[config.mk]
export PLATFORM = sky130hd
export DESIGN_NAME = mandelbrot_iter_ctrl_flat
export DESIGN_NICKNAME = d
export VERILOG_FILES = /design/src/rtl/mandelbrot_iter_ctrl_if.sv /design/src/rtl/mandelbrot_iter_ctrl.sv /design/src/flat_wrapper.sv
export SDC_FILE = /design/constraint.sdc
export NUM_CORES = 1
export LEC_CHECK = 0
export CAP_MARGIN = 10
export CORE_AREA = 2 2 95 97
export DETAILED_ROUTE_END_ITERATION = 10
export DIE_AREA = 0 0 97 99
export PLACE_DENSITY_LB_ADDON = 0.2
export REMOVE_ABC_BUFFERS = 1
export SETUP_SLACK_MARGIN = 0.1
export SLEW_MARGIN = 5
export SYNTH_ARGS = -nofsm -noshare
export SYNTH_HDL_FRONTEND = slang
export SYNTH_SLANG_ARGS = --single-unit
[constraint.sdc]
create_clock -name clk -period 1.7 [get_ports clk]
set_input_delay 0.51 -clock clk [delete_from_list [all_inputs] [get_ports clk]]
set_output_delay 0.51 -clock clk [all_outputs]
set_load 0.1 [all_outputs]
[src/rtl/mandelbrot_iter_ctrl_if.sv]
// Bundle of the point-in, ALU and result-out signals of the Mandelbrot
// iteration controller. The slave view is the controller itself. The master
// view is whatever surrounds it: the point source, the combinational ALU and
// the pixel/colour stage.
interface mandelbrot_iter_ctrl_if #(
    parameter int WIDTH      = 8,
    parameter int ITER_WIDTH = 6
);
    // point input
    logic                  in_valid;
    logic                  in_ready;
    logic [WIDTH-1:0]      in_cr;
    logic [WIDTH-1:0]      in_ci;
    logic [ITER_WIDTH-1:0] max_iter;
    // ALU operands (registered) and ALU results (combinational)
    logic [WIDTH-1:0]      alu_cr;
    logic [WIDTH-1:0]      alu_ci;
    logic [WIDTH-1:0]      alu_zr;
    logic [WIDTH-1:0]      alu_zi;
    logic [WIDTH-1:0]      alu_zr_next;
    logic [WIDTH-1:0]      alu_zi_next;
    logic                  alu_size;
    logic                  alu_overflow;
    // result output
    logic                  out_valid;
    logic                  out_ready;
    logic [ITER_WIDTH-1:0] out_iter;
    logic                  out_escaped;

    modport slave (
        input  in_valid, in_cr, in_ci, max_iter,
        input  alu_zr_next, alu_zi_next, alu_size, alu_overflow,
        input  out_ready,
        output in_ready, alu_cr, alu_ci, alu_zr, alu_zi,
        output out_valid, out_iter, out_escaped
    );

    modport master (
        output in_valid, in_cr, in_ci, max_iter,
        output alu_zr_next, alu_zi_next, alu_size, alu_overflow,
        output out_ready,
        input  in_ready, alu_cr, alu_ci, alu_zr, alu_zi,
        input  out_valid, out_iter, out_escaped
    );
endinterface

[src/rtl/mandelbrot_iter_ctrl.sv]
// Mandelbrot iteration sequencer. It takes one point c at a time and drives
// the external single-step ALU from registered z and c. The ALU result is fed
// back into z once per cycle. The controller stops on escape (size or
// overflow) or when the count reaches the latched limit, then holds the
// result until the colour stage accepts it.
module mandelbrot_iter_ctrl #(
    parameter int WIDTH      = 8,
    parameter int ITER_WIDTH = 6
) (
    input  logic                   clk,
    input  logic                   rst_n,
    mandelbrot_iter_ctrl_if.slave  bus
);

    typedef enum logic [1:0] {
        IDLE = 2'd0,
        ITER = 2'd1,
        DONE = 2'd2
    } state_t;

    state_t                state;
    logic [ITER_WIDTH-1:0] iter;
    logic [ITER_WIDTH-1:0] limit;
    logic [WIDTH-1:0]      cr_q, ci_q, zr_q, zi_q;
    logic [ITER_WIDTH-1:0] out_iter_q;
    logic                  out_escaped_q;
    logic                  in_ready_q;
    logic                  out_valid_q;

    // Pixel FSM. The handshake flags are registered alongside the state.
    // Escape takes priority over the limit check, so a point that escapes
    // on its last allowed step still reports as escaped.
    always_ff @(posedge clk) begin
        if (!rst_n) begin
            state         <= IDLE;
            iter          <= '0;
            limit         <= '0;
            cr_q          <= '0;
            ci_q          <= '0;
            zr_q          <= '0;
            zi_q          <= '0;
            out_iter_q    <= '0;
            out_escaped_q <= 1'b0;
            in_ready_q    <= 1'b1;
            out_valid_q   <= 1'b0;
        end else begin
            case (state)
                IDLE: begin
                    if (bus.in_valid) begin
                        cr_q       <= bus.in_cr;
                        ci_q       <= bus.in_ci;
                        limit      <= bus.max_iter;
                        zr_q       <= '0;
                        zi_q       <= '0;
                        iter       <= '0;
                        in_ready_q <= 1'b0;
                        state      <= ITER;
                    end
                end
                ITER: begin
                    if (bus.alu_size || bus.alu_overflow) begin
                        out_escaped_q <= 1'b1;
                        out_iter_q    <= iter;
                        out_valid_q   <= 1'b1;
                        state         <= DONE;
                    end else if (iter == limit) begin
                        out_escaped_q <= 1'b0;
                        out_iter_q    <= iter;
                        out_valid_q   <= 1'b1;
                        state         <= DONE;
                    end else begin
                        // iter < limit here, so the increment cannot wrap
                        zr_q <= bus.alu_zr_next;
                        zi_q <= bus.alu_zi_next;
                        iter <= iter + 1'b1;
                    end
                end
                DONE: begin
                    // no new point in the handshake cycle; IDLE accepts next
                    if (bus.out_ready) begin
                        out_valid_q <= 1'b0;
                        in_ready_q  <= 1'b1;
                        state       <= IDLE;
                    end
                end
                default: begin
                    out_valid_q <= 1'b0;
                    in_ready_q  <= 1'b1;
                    state       <= IDLE;
                end
            endcase
        end
    end

    assign bus.in_ready    = in_ready_q;
    assign bus.out_valid   = out_valid_q;
    assign bus.out_iter    = out_iter_q;
    assign bus.out_escaped = out_escaped_q;
    assign bus.alu_cr      = cr_q;
    assign bus.alu_ci      = ci_q;
    assign bus.alu_zr      = zr_q;
    assign bus.alu_zi      = zi_q;

endmodule

[src/flat_wrapper.sv]
// flat-port wrapper written by rule: the top's interface ports become plain ports
module mandelbrot_iter_ctrl_flat 
#(
    parameter int WIDTH      = 8,
    parameter int ITER_WIDTH = 6
)
  (clk, rst_n, bus_in_valid, bus_in_cr, bus_in_ci, bus_max_iter, bus_alu_zr_next, bus_alu_zi_next, bus_alu_size, bus_alu_overflow, bus_out_ready, bus_in_ready, bus_alu_cr, bus_alu_ci, bus_alu_zr, bus_alu_zi, bus_out_valid, bus_out_iter, bus_out_escaped);
  mandelbrot_iter_ctrl_if #(.WIDTH(WIDTH), .ITER_WIDTH(ITER_WIDTH)) bus_i ();
  input  logic clk;
  input  logic rst_n;
  input wire logic [$bits(bus_i.in_valid)-1:0] bus_in_valid;
  input wire logic [$bits(bus_i.in_cr)-1:0] bus_in_cr;
  input wire logic [$bits(bus_i.in_ci)-1:0] bus_in_ci;
  input wire logic [$bits(bus_i.max_iter)-1:0] bus_max_iter;
  input wire logic [$bits(bus_i.alu_zr_next)-1:0] bus_alu_zr_next;
  input wire logic [$bits(bus_i.alu_zi_next)-1:0] bus_alu_zi_next;
  input wire logic [$bits(bus_i.alu_size)-1:0] bus_alu_size;
  input wire logic [$bits(bus_i.alu_overflow)-1:0] bus_alu_overflow;
  input wire logic [$bits(bus_i.out_ready)-1:0] bus_out_ready;
  output wire logic [$bits(bus_i.in_ready)-1:0] bus_in_ready;
  output wire logic [$bits(bus_i.alu_cr)-1:0] bus_alu_cr;
  output wire logic [$bits(bus_i.alu_ci)-1:0] bus_alu_ci;
  output wire logic [$bits(bus_i.alu_zr)-1:0] bus_alu_zr;
  output wire logic [$bits(bus_i.alu_zi)-1:0] bus_alu_zi;
  output wire logic [$bits(bus_i.out_valid)-1:0] bus_out_valid;
  output wire logic [$bits(bus_i.out_iter)-1:0] bus_out_iter;
  output wire logic [$bits(bus_i.out_escaped)-1:0] bus_out_escaped;
  assign bus_i.in_valid = bus_in_valid;
  assign bus_i.in_cr = bus_in_cr;
  assign bus_i.in_ci = bus_in_ci;
  assign bus_i.max_iter = bus_max_iter;
  assign bus_i.alu_zr_next = bus_alu_zr_next;
  assign bus_i.alu_zi_next = bus_alu_zi_next;
  assign bus_i.alu_size = bus_alu_size;
  assign bus_i.alu_overflow = bus_alu_overflow;
  assign bus_i.out_ready = bus_out_ready;
  assign bus_in_ready = bus_i.in_ready;
  assign bus_alu_cr = bus_i.alu_cr;
  assign bus_alu_ci = bus_i.alu_ci;
  assign bus_alu_zr = bus_i.alu_zr;
  assign bus_alu_zi = bus_i.alu_zi;
  assign bus_out_valid = bus_i.out_valid;
  assign bus_out_iter = bus_i.out_iter;
  assign bus_out_escaped = bus_i.out_escaped;
  mandelbrot_iter_ctrl #(.WIDTH(WIDTH), .ITER_WIDTH(ITER_WIDTH)) u_core (.clk(clk), .rst_n(rst_n), .bus(bus_i));
endmodule
Word level (Yosys, flattened, before mapping)
Cells that the tools add are included.
{"block": "word_totals", "register_bits": 55, "in_bits": 44, "output_inout_bits": 41, "elab_cells": 59}
{"block": "op_classes", "eq_ne": 8, "n_reduce_logical": 10, "muxes": 27, "addsub": 1, "bitwise_logic": 2}
{"operator": "$mux W8", "count": 5}
{"operator": "$pmux W8 S2", "count": 2}
{"operator": "$mux W6", "count": 5}
{"operator": "$pmux W6 S2", "count": 1}
{"operator": "$reduce_and A3 Y1", "count": 3}
{"operator": "$mux W2", "count": 4}
{"operator": "$ne A2 B2 Y1 const B", "count": 4}
{"operator": "$mux W1", "count": 7}
{"operator": "$add A6 B1 Y6 const B", "count": 1}
{"operator": "$eq A6 B6 Y1", "count": 1}
{"operator": "$pmux W1 S3", "count": 2}
{"operator": "$pmux W2 S3", "count": 1}
{"operator": "$reduce_and A2 Y1", "count": 2}
{"operator": "$reduce_and A4 Y1", "count": 1}
{"operator": "$reduce_bool A2 Y1", "count": 2}
{"operator": "$ne A3 B1 Y1 const B", "count": 1}
{"operator": "$eq A2 B1 Y1 const B", "count": 1}
{"operator": "$eq A2 B2 Y1 const B", "count": 1}
{"operator": "$logic_not A2 Y1", "count": 1}
{"operator": "$not A1 Y1", "count": 2}
{"operator": "$logic_or A1 B1 Y1", "count": 1}

Logic depth before layout (Yosys ltp)
{"block": "logic_depth", "word_depth": 4, "depth_mapped": 7, "ltp_nobuf": 4}

Least setup slack after synthesis
No wires, ideal clock.
{"block": "synth_timing", "path_kind": "input port to flip-flop", "from": "input port rst_n", "to": "register u_core.zi_q[0], in the netlist u_core.bus.alu_zi[0]", "t_required_ns": 1.639, "setup_slack_ns": 0.002, "stages": 7, "n_path_buf": 3, "arrival_time_ns": 1.637, "setup_time_ns": 0.061, "path_cell_list": "buf_2 > clkinv_1 > nor4_1 > a22o_1 > buf_6 > buf_12 > a22o_2"}
{"item": "start: declaration", "line": "flat_wrapper.sv:10", "rtl": "input logic rst_n;"}
{"item": "end signal: assignment", "line": "mandelbrot_iter_ctrl.sv:74", "rtl": "zi_q <= bus.alu_zi_next;"}
{"item": "end: declaration", "line": "mandelbrot_iter_ctrl.sv:24", "rtl": "logic [WIDTH-1:0] cr_q, ci_q, zr_q, zi_q;"}

Final worst setup path
{"block": "layout_timing", "from": "register u_core.state[0]", "to": "register u_core.iter[0]"}
{"block": "layout_between", "elab_chain_len": 3, "elab_cells_between_ends": 8, "classes_between": "eq/ne: 4; mux: 1; reduce/logical: 3"}
{"item": "start: declaration", "line": "mandelbrot_iter_ctrl.sv:21", "rtl": "state_t state;"}
{"item": "start signal: assignment", "line": "mandelbrot_iter_ctrl.sv:35", "rtl": "state <= IDLE;"}
{"item": "start signal: assignment", "line": "mandelbrot_iter_ctrl.sv:57", "rtl": "state <= ITER;"}
{"item": "start signal: assignment", "line": "mandelbrot_iter_ctrl.sv:65", "rtl": "state <= DONE;"}
{"item": "$eq A2 B1 Y1 / $logic_not A2 Y1 (equally long branches)", "line": "mandelbrot_iter_ctrl.sv:47", "rtl": "case (state)"}
{"item": "$ne A2 B2 Y1 (no source line) / $reduce_bool A2 Y1 (equally long branches)"}
{"item": "$reduce_and A4 Y1 (no source line)"}
{"item": "end signal: assignment", "line": "mandelbrot_iter_ctrl.sv:75", "rtl": "iter <= iter + 1'b1;"}
{"item": "end: declaration", "line": "mandelbrot_iter_ctrl.sv:22", "rtl": "logic [ITER_WIDTH-1:0] iter;"}
Parallel ways exist; a longest one is shown, timed or not.
A chain may end at the register's enable or synchronous reset.

==> reports/results.tsv <==
metric	value	unit
total grt overflow	0	
vias in the first global route	1940	
fin crit period	1.568	ns
All-Layer GR Usage	0.1206	
CTS max path bufs	2	
synth unique cells	31	
worst path arrival time	1.81	ns
Core Box Area	8551	um^2
Die Ht	99	um
Avg Cell Area, Syn	9.177	um^2
worst IR drop on VDD	0.3343	mV
clock sink total	55	
Post-Syn Instances	230	
fin cells	441	
register area	1124	um^2
Max-slew headroom	0.8103	
io pins	85	
count leader, synth	nand2_1	
outcome	complete, no violations	
routed wire length	5842	um
Hold Fails Final Rpt	0	
Die X	97	um
Max-Cap Viols	0	
ant diodes	0	
Rows	34	
Post-DRT Antenna Nets	0	
Synthesis Warnings	0	
placed insts	425	
number of vias per cell	4.494	
first drt pass iteration count	4	
Routed WL per cell	13.25	um
Area Overhead vs Synth	89.21	%
TritonCTS clock tree	yes	
share of cells above drive strength 1	0.3453	
FFs w/ async S/R, synth	0	
predominant post-synthesis flop cell	dfxtp_1	
leading area contributor after synthesis	dfxtp_1	
Cell Area, Synth	2111	um^2
vias post-DR	1982	
1st-iter DRT viols	87	
post-synth top area share	0.5216	
Final HPWL DP	3908	um
Fillers	811	
die area	9603	um^2
Starting Density	0.2469	
LEAKAGE	0.001559	uW
Setup WS pre-CTS	-0.3619	ns
antenna violations before repair	0	
Cell Area, Placed	3606	um^2
CP Max Fanout	7	
pin count of the biggest net entering global routing	26	
clock transition at the registers of the reported paths	0.10	ns
latest clock arrival within the worst-skew pair	0.31	ns
synth top area cells	dfxtp_1, nand2_1, a21oi_1	
post-route cell area	3994	um^2
fin. max-slew vios	0	
f_max	637.6	MHz
startpoint types	register	
sequential share of the synthesized area	0.5216	
Slew @ Worst Pin	0.2846	ns
skew final	0.01386	ns
Synth Register Bits	55	
Tcrit/Tclk final	0.9226	
footprint of the multi-input gates	1085	um^2
synth cell count leaders	nand2_1, dfxtp_1, a21oi_1, a22o_2, nor2_1	
Setup Viol. Count Final	0	
hold crit path type	register to register	
Req. time, crit path	1.94	ns
# H-tree levels	2	
GPL Wtd Cong	0.8057	
RSZ-0062 raised after global routing	yes	
first-pass GRT wire length	9535	um
worst setup margin	0.1317	ns
Post-synth EDFFs	0	
CTS root buf	clkbuf_8	
Port-buffer cells	84	
Residual DRC	0	
final net count	378	
Crit Path Class	register to register	
Pwr Density	889.2	nW/um^2
Num CTS Buffers	5	
CP endpoint kind	register	
-- metal layers --
layer  global-route usage  wire length (um)  vias to the layer above
met4              0.03684                71                        0
met1               0.1536              2631                      941
met5                    0                 0                        -
li1                     -                 -                      992
met2               0.2035              2884                       43
met3              0.02837               255                        6
-- final timing paths --
path,cells after the start,endpoint,start,slack [ns]
setup / recovery,7,u_core.iter[0],u_core.state[0],0.13
hold / removal,2,u_core.limit[2],u_core.limit[2],0.48
setup reg to reg,7,u_core.iter[0],u_core.state[0],0.13
hold reg to reg,2,u_core.limit[2],u_core.limit[2],0.48
-- sequential cells by signal, indices dropped and copies added, names as in the netlist --
signal / flops
u_core.bus.alu_ci: 8
u_core.bus.alu_cr: 8
u_core.bus.alu_zi: 8
u_core.bus.alu_zr: 8
u_core.bus.in_ready: 1
u_core.bus.out_escaped: 1
u_core.bus.out_iter: 6
u_core.bus.out_valid: 1
u_core.iter: 6
u_core.limit: 6
u_core.state: 2
-- where the power goes --
group	switching, uW	internal (uW)
Sequential	79.2	1360
Combinational	693	566
Clock	421	433
-- worst max-delay path: stages, from the launching register on --
cell and delay [ns]:
dfxtp_4 0.37, and2b_2 0.29, o21bai_4 0.09, buf_4 0.13
buf_4 0.12, buf_4 0.15, a21oi_2 0.14, mux2i_1 0.20
-- cells in the final DEF (no fill, tap or decap), types with 2 or more instances in the layout --
master / n
nor3_1: 2
a21oi_2: 2
a22o_2: 9
o2bb2ai_1: 4
nand2b_1: 3
nand3_1: 3
dfxtp_1: 43
a22o_4: 2
dfxtp_2: 9
nand2_1: 61
a21oi_1: 26
xor2_4: 2
nor2_1: 9
clkdlybuf4s15_1: 2
mux2i_1: 7
xor2_2: 4
a22o_1: 7
clkdlybuf4s50_1: 39
buf_6: 2
buf_4: 16
dlygate4sd2_1: 2
o21ai_0: 3
a221oi_2: 4
dfxtp_4: 3
buf_12: 47
nor4_4: 2
clkbuf_8: 5
-- layout make-up --
type                            instances  share of cell area
Tap cell                              108             0.03383
Timing Repair Buffer                  109              0.3853
Multi-Input combinational cell        160              0.2716
Clock buffer                            6             0.01817
Inverter                                2            0.002193
Clock inverter                          1            0.007519
Sequential cell                        55              0.2813
-- timing repair --
item	in CTS	in global routing
gates resized for setup	39	11
buffers inserted	7	2
cloned	2	0
setup endpoints to repair	26	25
hold buffers	0	0
pin swaps	8	7
-- logic make-up (layout without fill, tap and decap cells) --
kind of cell,count (synthesis),count (layout),share of synthesized area
AO/OA/AOI/OAI,59,59,0.1944
multiplexers,7,7,0.03320
flip-flops,55,55,0.5216
buffers and inverters,15,118,0.04031
AND/OR/NAND/NOR,87,87,0.1796
XOR/XNOR,6,6,0.02490
adder cells (fa/ha/maj),1,1,0.005927
-- stage by stage --
stage	util	total power [uW]	setup TNS [ns]	hold slack, ns
after global routing	0.4671	3708	0	0.5019
after floorplan	-	2042	-4.061	0.4478
final	0.4671	3551	0	0.4785
after CTS	0.4655	3618	0	0.4833
after global placement	0.4217	2568	-10.46	0.4647
after detailed placement	0.4217	2578	-10.91	0.4647
Note: power is estimated with default switching activity, not from simulation.
